File: config.mk
export PLATFORM = sky130hd
export DESIGN_NAME = pmem_line_arbiter
export DESIGN_NICKNAME = d
export VERILOG_FILES = /design/src/rtl/pmem_line_arbiter.sv
export SDC_FILE = /design/constraint.sdc
export NUM_CORES = 1
export LEC_CHECK = 0
export ABC_AREA = 1
export CAP_MARGIN = 25
export CORE_AREA = 2 2 545 547
export CTS_CLUSTER_SIZE = 10
export DETAILED_ROUTE_END_ITERATION = 6
export DIE_AREA = 0 0 547 549
export PLACE_DENSITY = 0.3
export SLEW_MARGIN = 20
export SYNTH_ARGS = -nofsm -noshare
export SYNTH_HDL_FRONTEND = slang
export SYNTH_SLANG_ARGS = --single-unit
File: constraint.sdc
create_clock -name clk -period 2.5 [get_ports clk]
set_clock_uncertainty 0.1 [all_clocks]
set_input_delay 0.5 -clock clk [delete_from_list [all_inputs] [get_ports clk]]
set_output_delay 0.5 -clock clk [all_outputs]
set_load 0.02 [all_outputs]
File: src/rtl/pmem_line_arbiter.sv
// -----------------------------------------------------------------------------
// pmem_line_arbiter
//   Shares one physical-memory line port between the I-cache and the D-cache.
//   A request is granted from IDLE, its address, write line and operation are
//   latched, and the memory port is driven from those registers until mem_resp.
//   The returned line is captured. The completion pulse goes to the owning cache
//   only, one cycle after mem_resp. Round-robin on contention; the D-cache wins
//   the first tie after reset.
//
// Ports
//   clk, rst              clock, asynchronous active-low reset
//   i_pmem_read/address   I-cache line read request (held until i_pmem_resp)
//   i_pmem_resp/rdata     I-cache completion pulse and returned line
//   d_pmem_read/write     D-cache line read / write-back request (held until resp)
//   d_pmem_address/wdata  D-cache request address and write-back line
//   d_pmem_resp/rdata     D-cache completion pulse and returned line
//   mem_read/write        memory-port request (stable until mem_resp)
//   mem_address/wdata     memory-port line-aligned address and write line
//   mem_resp/rdata        memory-port single-cycle completion and read line
// -----------------------------------------------------------------------------
module pmem_line_arbiter #(
    parameter int s_offset = 5,
    parameter int s_line   = 256
) (
    input  logic              clk,
    input  logic              rst,
    input  logic              i_pmem_read,
    input  logic [31:0]       i_pmem_address,
    output logic              i_pmem_resp,
    output logic [s_line-1:0] i_pmem_rdata,
    input  logic              d_pmem_read,
    input  logic              d_pmem_write,
    input  logic [31:0]       d_pmem_address,
    input  logic [s_line-1:0] d_pmem_wdata,
    output logic              d_pmem_resp,
    output logic [s_line-1:0] d_pmem_rdata,
    output logic              mem_read,
    output logic              mem_write,
    output logic [31:0]       mem_address,
    output logic [s_line-1:0] mem_wdata,
    input  logic              mem_resp,
    input  logic [s_line-1:0] mem_rdata
);

    typedef enum logic [1:0] {IDLE, BUSY_I, BUSY_D, RESP} state_t;

    localparam logic OWN_I = 1'b0;
    localparam logic OWN_D = 1'b1;

    state_t            state;
    state_t            state_nxt;
    logic              owner;
    logic              last_grant;
    logic              op_write;
    logic [31:0]       addr_q;
    logic [s_line-1:0] wdata_q;
    logic [s_line-1:0] line_q;

    logic              i_req;
    logic              d_req;
    logic              grant;
    logic              grant_d;
    logic              busy;

    function automatic logic [31:0] line_align(input logic [31:0] a);
        return {a[31:s_offset], {s_offset{1'b0}}};
    endfunction

    assign i_req = i_pmem_read;
    assign d_req = d_pmem_read | d_pmem_write;
    assign busy  = (state == BUSY_I) || (state == BUSY_D);

    always_comb begin
        state_nxt = state;
        grant     = 1'b0;
        grant_d   = 1'b0;
        unique case (state)
            IDLE: begin
                // D wins when alone, or on a tie when I was granted last.
                if (d_req && (!i_req || last_grant == OWN_I)) begin
                    grant     = 1'b1;
                    grant_d   = 1'b1;
                    state_nxt = BUSY_D;
                end else if (i_req) begin
                    grant     = 1'b1;
                    state_nxt = BUSY_I;
                end
            end
            BUSY_I, BUSY_D: begin
                if (mem_resp) state_nxt = RESP;
            end
            RESP:    state_nxt = IDLE;
            default: state_nxt = IDLE;
        endcase
    end

    always_ff @(posedge clk or negedge rst) begin
        if (!rst) begin
            state      <= IDLE;
            owner      <= OWN_I;
            last_grant <= OWN_I;
            op_write   <= 1'b0;
            addr_q     <= '0;
            wdata_q    <= '0;
            line_q     <= '0;
        end else begin
            state <= state_nxt;
            if (grant) begin
                owner      <= grant_d;
                last_grant <= grant_d;
                // A simultaneous read+write from the D-cache is a write-back.
                op_write   <= grant_d & d_pmem_write;
                addr_q     <= grant_d ? line_align(d_pmem_address)
                                      : line_align(i_pmem_address);
                if (grant_d) wdata_q <= d_pmem_wdata;
            end
            if (busy && mem_resp) line_q <= mem_rdata;
        end
    end

    // Memory request is decoded from the state flop so an async reset drops it at once.
    assign mem_read    = busy & ~op_write;
    assign mem_write   = busy & op_write;
    assign mem_address = addr_q;
    assign mem_wdata   = wdata_q;

    assign i_pmem_resp  = (state == RESP) && (owner == OWN_I);
    assign d_pmem_resp  = (state == RESP) && (owner == OWN_D);
    assign i_pmem_rdata = line_q;
    assign d_pmem_rdata = line_q;

endmodule

==> results.sh <==
export IMPL_tightest_slew_ns=0.623
export IMPL_worstSetupPathType="reg -> out"
export IMPL_start_kind="register"
export IMPL_htree_levels=3
export IMPL_cts_tree="done"
export IMPL_cp_arrival_ns=1.80
export IMPL_crit_path_max_incr_delay_ns=0.66
export IMPL_ys_warn_count=0
export IMPL_synth_cells=2132
export IMPL_clkLatencyLatePin_ns=0.75
export IMPL_synth_avg_cell_area_um2=10.8
export IMPL_hold_viol=0
export IMPL_rsz0062_at_grt="no"
export IMPL_areaGrowthSynthToFinish_pct=85.9
export IMPL_grt_usage_pct=10.7
export IMPL_final_common_cell="clkdlybuf4s50_1"
export IMPL_synth_top_family_by_area="simple AND/OR/NAND/NOR gates"
export IMPL_grt_pass1_vias=21365
export IMPL_reg2reg_slack_ns=0.43
export IMPL_synth_seq_area_share_pct=59.1
export IMPL_endpoint_kind="primary output"
export IMPL_yosys_most_used_dff="dfrtp_1"
export IMPL_wl_per_cell_um=22.6
export IMPL_antenna_found_initial=126
export IMPL_dr_pass1_iters=5
export IMPL_maxCapViolCount=0
export IMPL_peakVddDrop_mv=0.723
export IMPL_synthAdderAreaFrac_pct=0.109
export IMPL_vias=20318
export IMPL_hold_class="in -> reg"
export IMPL_placed_cells=7199
export IMPL_crit_path_top_delay_cell="clkdlybuf4s50_1"
export IMPL_cts_clk_slew_worst_paths_ns=0.06
export IMPL_synthArstFlopShare_pct=100
export IMPL_ys_ff_latch=543
export IMPL_cp_max_fo=2
export IMPL_gp_congestion=0.812
export IMPL_path_cells="clkdlybuf4s50_1"
export IMPL_start_util_pct=7.79
export IMPL_synth_area_mm2=0.0230
export IMPL_final_cells=7379
export IMPL_slew_limit_headroom_pct=58.5
export IMPL_final_cell_area_mm2=0.0427
export IMPL_dpl_cell_area_mm2=0.0403
export IMPL_max_freq_mhz=417
export IMPL_grt_max_degree=55
export IMPL_muxShareOfSynthArea_pct=12.5
export IMPL_cts_sinks=543
export IMPL_p_leak_nw=18.8
export IMPL_crit_required_ns=1.90
export IMPL_synth_xor_area_share_pct=0
export IMPL_grt_overflow=0
export IMPL_synth_edf_count=0
export IMPL_cts_buffers=83
export IMPL_finalSetupViolCount=0
export IMPL_grt_pass1_wl_um=215000
export IMPL_coreArea_mm2=0.295
export IMPL_slew_viol_final=0
export IMPL_crit_family="buffers and inverters"
export IMPL_outcome="finished, final reports clean"
export IMPL_synth_simple_area_share_pct=15.8
export IMPL_drcViolationCount=0
export IMPL_ant_nets=0
export IMPL_num_rows=200
export IMPL_fp_dieH_um=549
export IMPL_path_buf_inv=1
export IMPL_nFillCells=33285
export IMPL_layout_common_cells="clkdlybuf4s50_1, nand2_1, dfrtp_1, dlygate4sd2_1, mux2_1"
export IMPL_fin_crit_ns=2.40
export IMPL_root_buffer="clkbuf_16"
export IMPL_drive_above_1_share_pct=9.83
export IMPL_ctsLongestPathBuffers=4
export IMPL_power_density_mw_per_mm2=1460
export IMPL_period_share_pct=95.9
export IMPL_pin_count=1386
export IMPL_wirelength_um=167000
export IMPL_dp_hpwl_um=141000
export IMPL_drt_first_iter_violations=764
export IMPL_synth_cell_types=22
export IMPL_io_buffers=1370
export IMPL_die_w_um=547
export IMPL_synth_compound_area_share_pct=0.114
export IMPL_via_per_inst=2.75
export IMPL_dieArea_mm2=0.300
export IMPL_final_nets=3934
cells in the mapped netlist (2+ instances only):
library cell / n / area, µm²
ha_1: 2 / 25.0
buf_6: 26 / 293
nor2_1: 3 / 11.3
buf_2: 41 / 205
mux2_1: 200 / 2250
clkbuf_1: 2 / 7.51
mux2_2: 56 / 631
nand3_1: 28 / 140
dfrtp_1: 543 / 13600
nand3b_1: 27 / 203
buf_4: 289 / 2170
nand2_1: 868 / 3260
inv_1: 38 / 143
flip-flops by register name, summed over array words and instances (netlist names):
register / flops
state: 2
mem_address: 27
d_pmem_rdata: 256
op_write: 1
mem_wdata: 256
last_grant: 1
through the flow:
stage / setup TNS [ns] / power (mW) / utilization [%] / hold WS [ns] / worst slack (ns)
after CTS: -0.00432 / 64.1 / 14.4 / 0.0612 / -0.00432
after global placement: -0.0650 / 53.6 / 13.7 / 0.361 / -0.0120
after floorplan: 0 / 34.5 / - / 0.104 / 0.805
final: 0 / 62.5 / 14.5 / 0.167 / 0.101
after global routing: 0 / 66.3 / 14.5 / 0.110 / 0.000373
after detailed placement: -0.333 / 53.4 / 13.7 / 0.364 / -0.0494
cell families after synthesis:
logic type | Yosys count
other | 1
and+or+nand+nor | 929
adders and majority gates | 2
DFF | 543
muxes | 256
AOI/OAI and AO/OA | 3
buffers and inverters | 398
where the power goes:
group          internal, mW  total, mW  switching, mW
clock                  7.57       12.3           4.70
sequential             13.3       17.8           4.55
combinational          13.6       32.4           18.8
total                  34.5       62.5           28.0
routing by layer:
metal,global-route usage [%],vias up,routed length [µm]
li1,-,8953,-
met1,11.8,9783,63800
met2,16.7,1197,73500
met3,6.19,341,21300
met4,4.63,44,7740
met5,0,-,286
layout make-up:
| class | instances | area [µm²] | area share, % |
|---|---|---|---|
| clock inverter | 24 | 370 | 0.867 |
| inverter | 39 | 154 | 0.360 |
| clock buffer | 119 | 2400 | 5.62 |
| multi-input combinational | 1195 | 6640 | 15.5 |
| tap | 3939 | 4930 | 11.5 |
| antenna | 32 | 80.1 | 0.187 |
| sequential | 543 | 13600 | 31.8 |
| timing repair buffer | 1488 | 14600 | 34.1 |
path summary, 6_finish.rpt:
check | endpoint | cells past startpoint | from
min reg2reg | mem_wdata[125] | 2 | mem_wdata[125]
max in group asynchronous | mem_wdata[95] | 3 | rst
max reg2reg | d_pmem_rdata[43] | 7 | state[1]
max | mem_wdata[199] | 1 | mem_wdata[199]
min | mem_wdata[232] | 3 | d_pmem_wdata[232]
min in group asynchronous | mem_wdata[10] | 2 | rst
timing repair:
item	4_1_cts	5_1_grt
gates cloned	0	0
pin swaps	2	1
resized for setup	444	13
hold buffers	1	0
setup buffers	3	0
setup endpoints to repair	425	13
hold endpoints to repair	8	0
Note: power is estimated with default switching activity, not from simulation.
==> RTL edit: new RTL, config.mk and constraints unchanged <==
Register the input `d_pmem_wdata` before use, with the module's reset. The logic sees it one clock later. The other inputs are not delayed to match.
--- a/src/rtl/pmem_line_arbiter.sv
+++ b/src/rtl/pmem_line_arbiter.sv
@@ -46,6 +46,16 @@
 
     localparam logic OWN_I = 1'b0;
     localparam logic OWN_D = 1'b1;
+
+    logic [s_line-1:0] d_pmem_wdata_q;
+
+    always_ff @(posedge clk or negedge rst) begin
+        if (!rst) begin
+            d_pmem_wdata_q <= '0;
+        end else begin
+            d_pmem_wdata_q <= d_pmem_wdata;
+        end
+    end
 
     state_t            state;
     state_t            state_nxt;
@@ -112,7 +122,7 @@
                 op_write   <= grant_d & d_pmem_write;
                 addr_q     <= grant_d ? line_align(d_pmem_address)
                                       : line_align(i_pmem_address);
-                if (grant_d) wdata_q <= d_pmem_wdata;
+                if (grant_d) wdata_q <= d_pmem_wdata_q;
             end
             if (busy && mem_resp) line_q <= mem_rdata;
         end
Function: changed (Yosys sat finds a counterexample within 4 cycles, from zero or initial values and one cycle with rst low).
==> RTL edit against the unedited design <==
  * Utilization rose by 3.2 points
  * Routed wire length grew 10%
  * Count of clock-buffer cells in the layout rose by 45
  * Die area stayed put
  * Critical path depth is 4 higher
  * Power is 13% higher
  * Synthesized area grew 28%
  * Sequential cell count up 256
  * Worst hold slack got worse by 0.071 ns
  * Setup slack lost 0.072 ns
  * Design area increased by 22%
  * Largest cell class is now flip-flops and latches
  * Highest routed layer unchanged
==> RTL edit: results (changes against the unedited design) <==
{| class="wikitable"
! Metric !! Value
|-
| Outcome || complete, no violations
|-
| Total via count after detailed routing || 23100 (+14%)
|-
| Area fraction in compound gates after synthesis || 0.000724 (-0.000419)
|-
| Clk cell area share || 0.0697 (+0.00481)
|-
| Fraction of the mapped netlist area in adder cells || 0.00128 (+0.000190)
|-
| Util after Layout || 0.176 (+0.0315)
|-
| Antenna cell count || 41 (+28%)
|-
| Cell variety after synth || 21 (-4.5%)
|-
| Tightest Hold Check Type || input port to asynchronous set/reset pin
|-
| Share of cell area taken by multi-input logic gates || 0.128 (-0.0275)
|-
| Number of buffers added by the clock tree synthesis step || 112 (+35%)
|-
| Proportion of cell area occupied by registers || 0.385 (+0.0667)
|-
| Post-Synthesis Cells || 2389 (+12%)
|-
| R2r endpoint || d_pmem_rdata[120]
|-
| Largest net degree at the start of global routing || 81 (+47%)
|-
| Portion of netlist area occupied by mux cells || 0.0982 (-0.0272)
|-
| Leak pwr || 23.5 nW (+25%)
|-
| Number of antenna violations at the first check in global routing || 127 (+0.79%)
|-
| Worst skew pair latency || 0.82 ns (+0.07 ns)
|-
| Delay contributed by the slowest stage of the critical path || 0.39 ns (-0.27 ns)
|-
| Total of hold buffers inserted after clock tree synthesis || 236 (+235)
|-
| Dpl ws || -0.0269 ns (+0.0225 ns)
|-
| Slack of the worst reg-to-reg path || 0.40 ns (-0.03 ns)
|-
| Dpl hpwl || 152 mm (+7.4%)
|-
| Sequential-to-total area share from yosys stat || 0.681 (+0.0898)
|-
| Clock network power consumption || 16.1 mW (+31%)
|-
| CP startpoint || state[0]
|-
| Commonest cells post-synth || nand2_1, dfrtp_1, buf_4
|-
| Largest delay contributor family on the critical path || flip-flops
|-
| Rel. slew slack || 0.589 (+0.00406)
|-
| Min Hold Slack || 0.0959 ns (-0.0715 ns)
|-
| Multi-input combinational cell count || 1197 (+0.17%)
|-
| CP max-delay cell || dfrtp_1
|-
| Number of filler instances in the final layout || 32800 (-1.5%)
|-
| Number of global-route vias before repair || 24900 (+17%)
|-
| Max rail drop VDD || 607 uV (-16%)
|-
| Layout cells sized above 1 || 0.153 (+0.0543)
|-
| Drt pass-1 iters || 7 (+2)
|-
| Critical Path Fanout Max || 3 (+1)
|-
| Global routing usage summed across all routing layers || 0.119 (+0.0120)
|}
-- RTL edit: cell types whose count changed after synthesis, sizes merged --
cell | unedited run | this run
ha | 2 | 3
nand3 | 29 | 30
buf | 357 | 355
or2 | 1 | 2
a21boi | 0 | 1
dfrtp | 543 | 799
inv | 39 | 38
clkbuf | 2 | 4
nand2 | 869 | 868
a21oi | 1 | 0
-- RTL edit: layer usage --
layer | up-vias | GRT usage | wire [um]
met5 | - | 0 | 126
met4 | 20 | 0.0424 | 7710
met3 | 355 | 0.0527 | 18600
met2 | 1148 | 0.224 | 96800
met1 | 11300 | 0.114 | 60200
li1 | 10300 | - | -
-- RTL edit: worst max-delay path by stage --
| stage | to | slack, ns |
|---|---|---|
| floorplan | d_pmem_rdata[215] | 0.75 |
| global placement | mem_wdata[124] | -0.04 |
| detailed placement | mem_wdata[132] | -0.03 |
| CTS | mem_read | -0.14 |
| global route | mem_read | -0.13 |
| finish | mem_read | 0.03 |
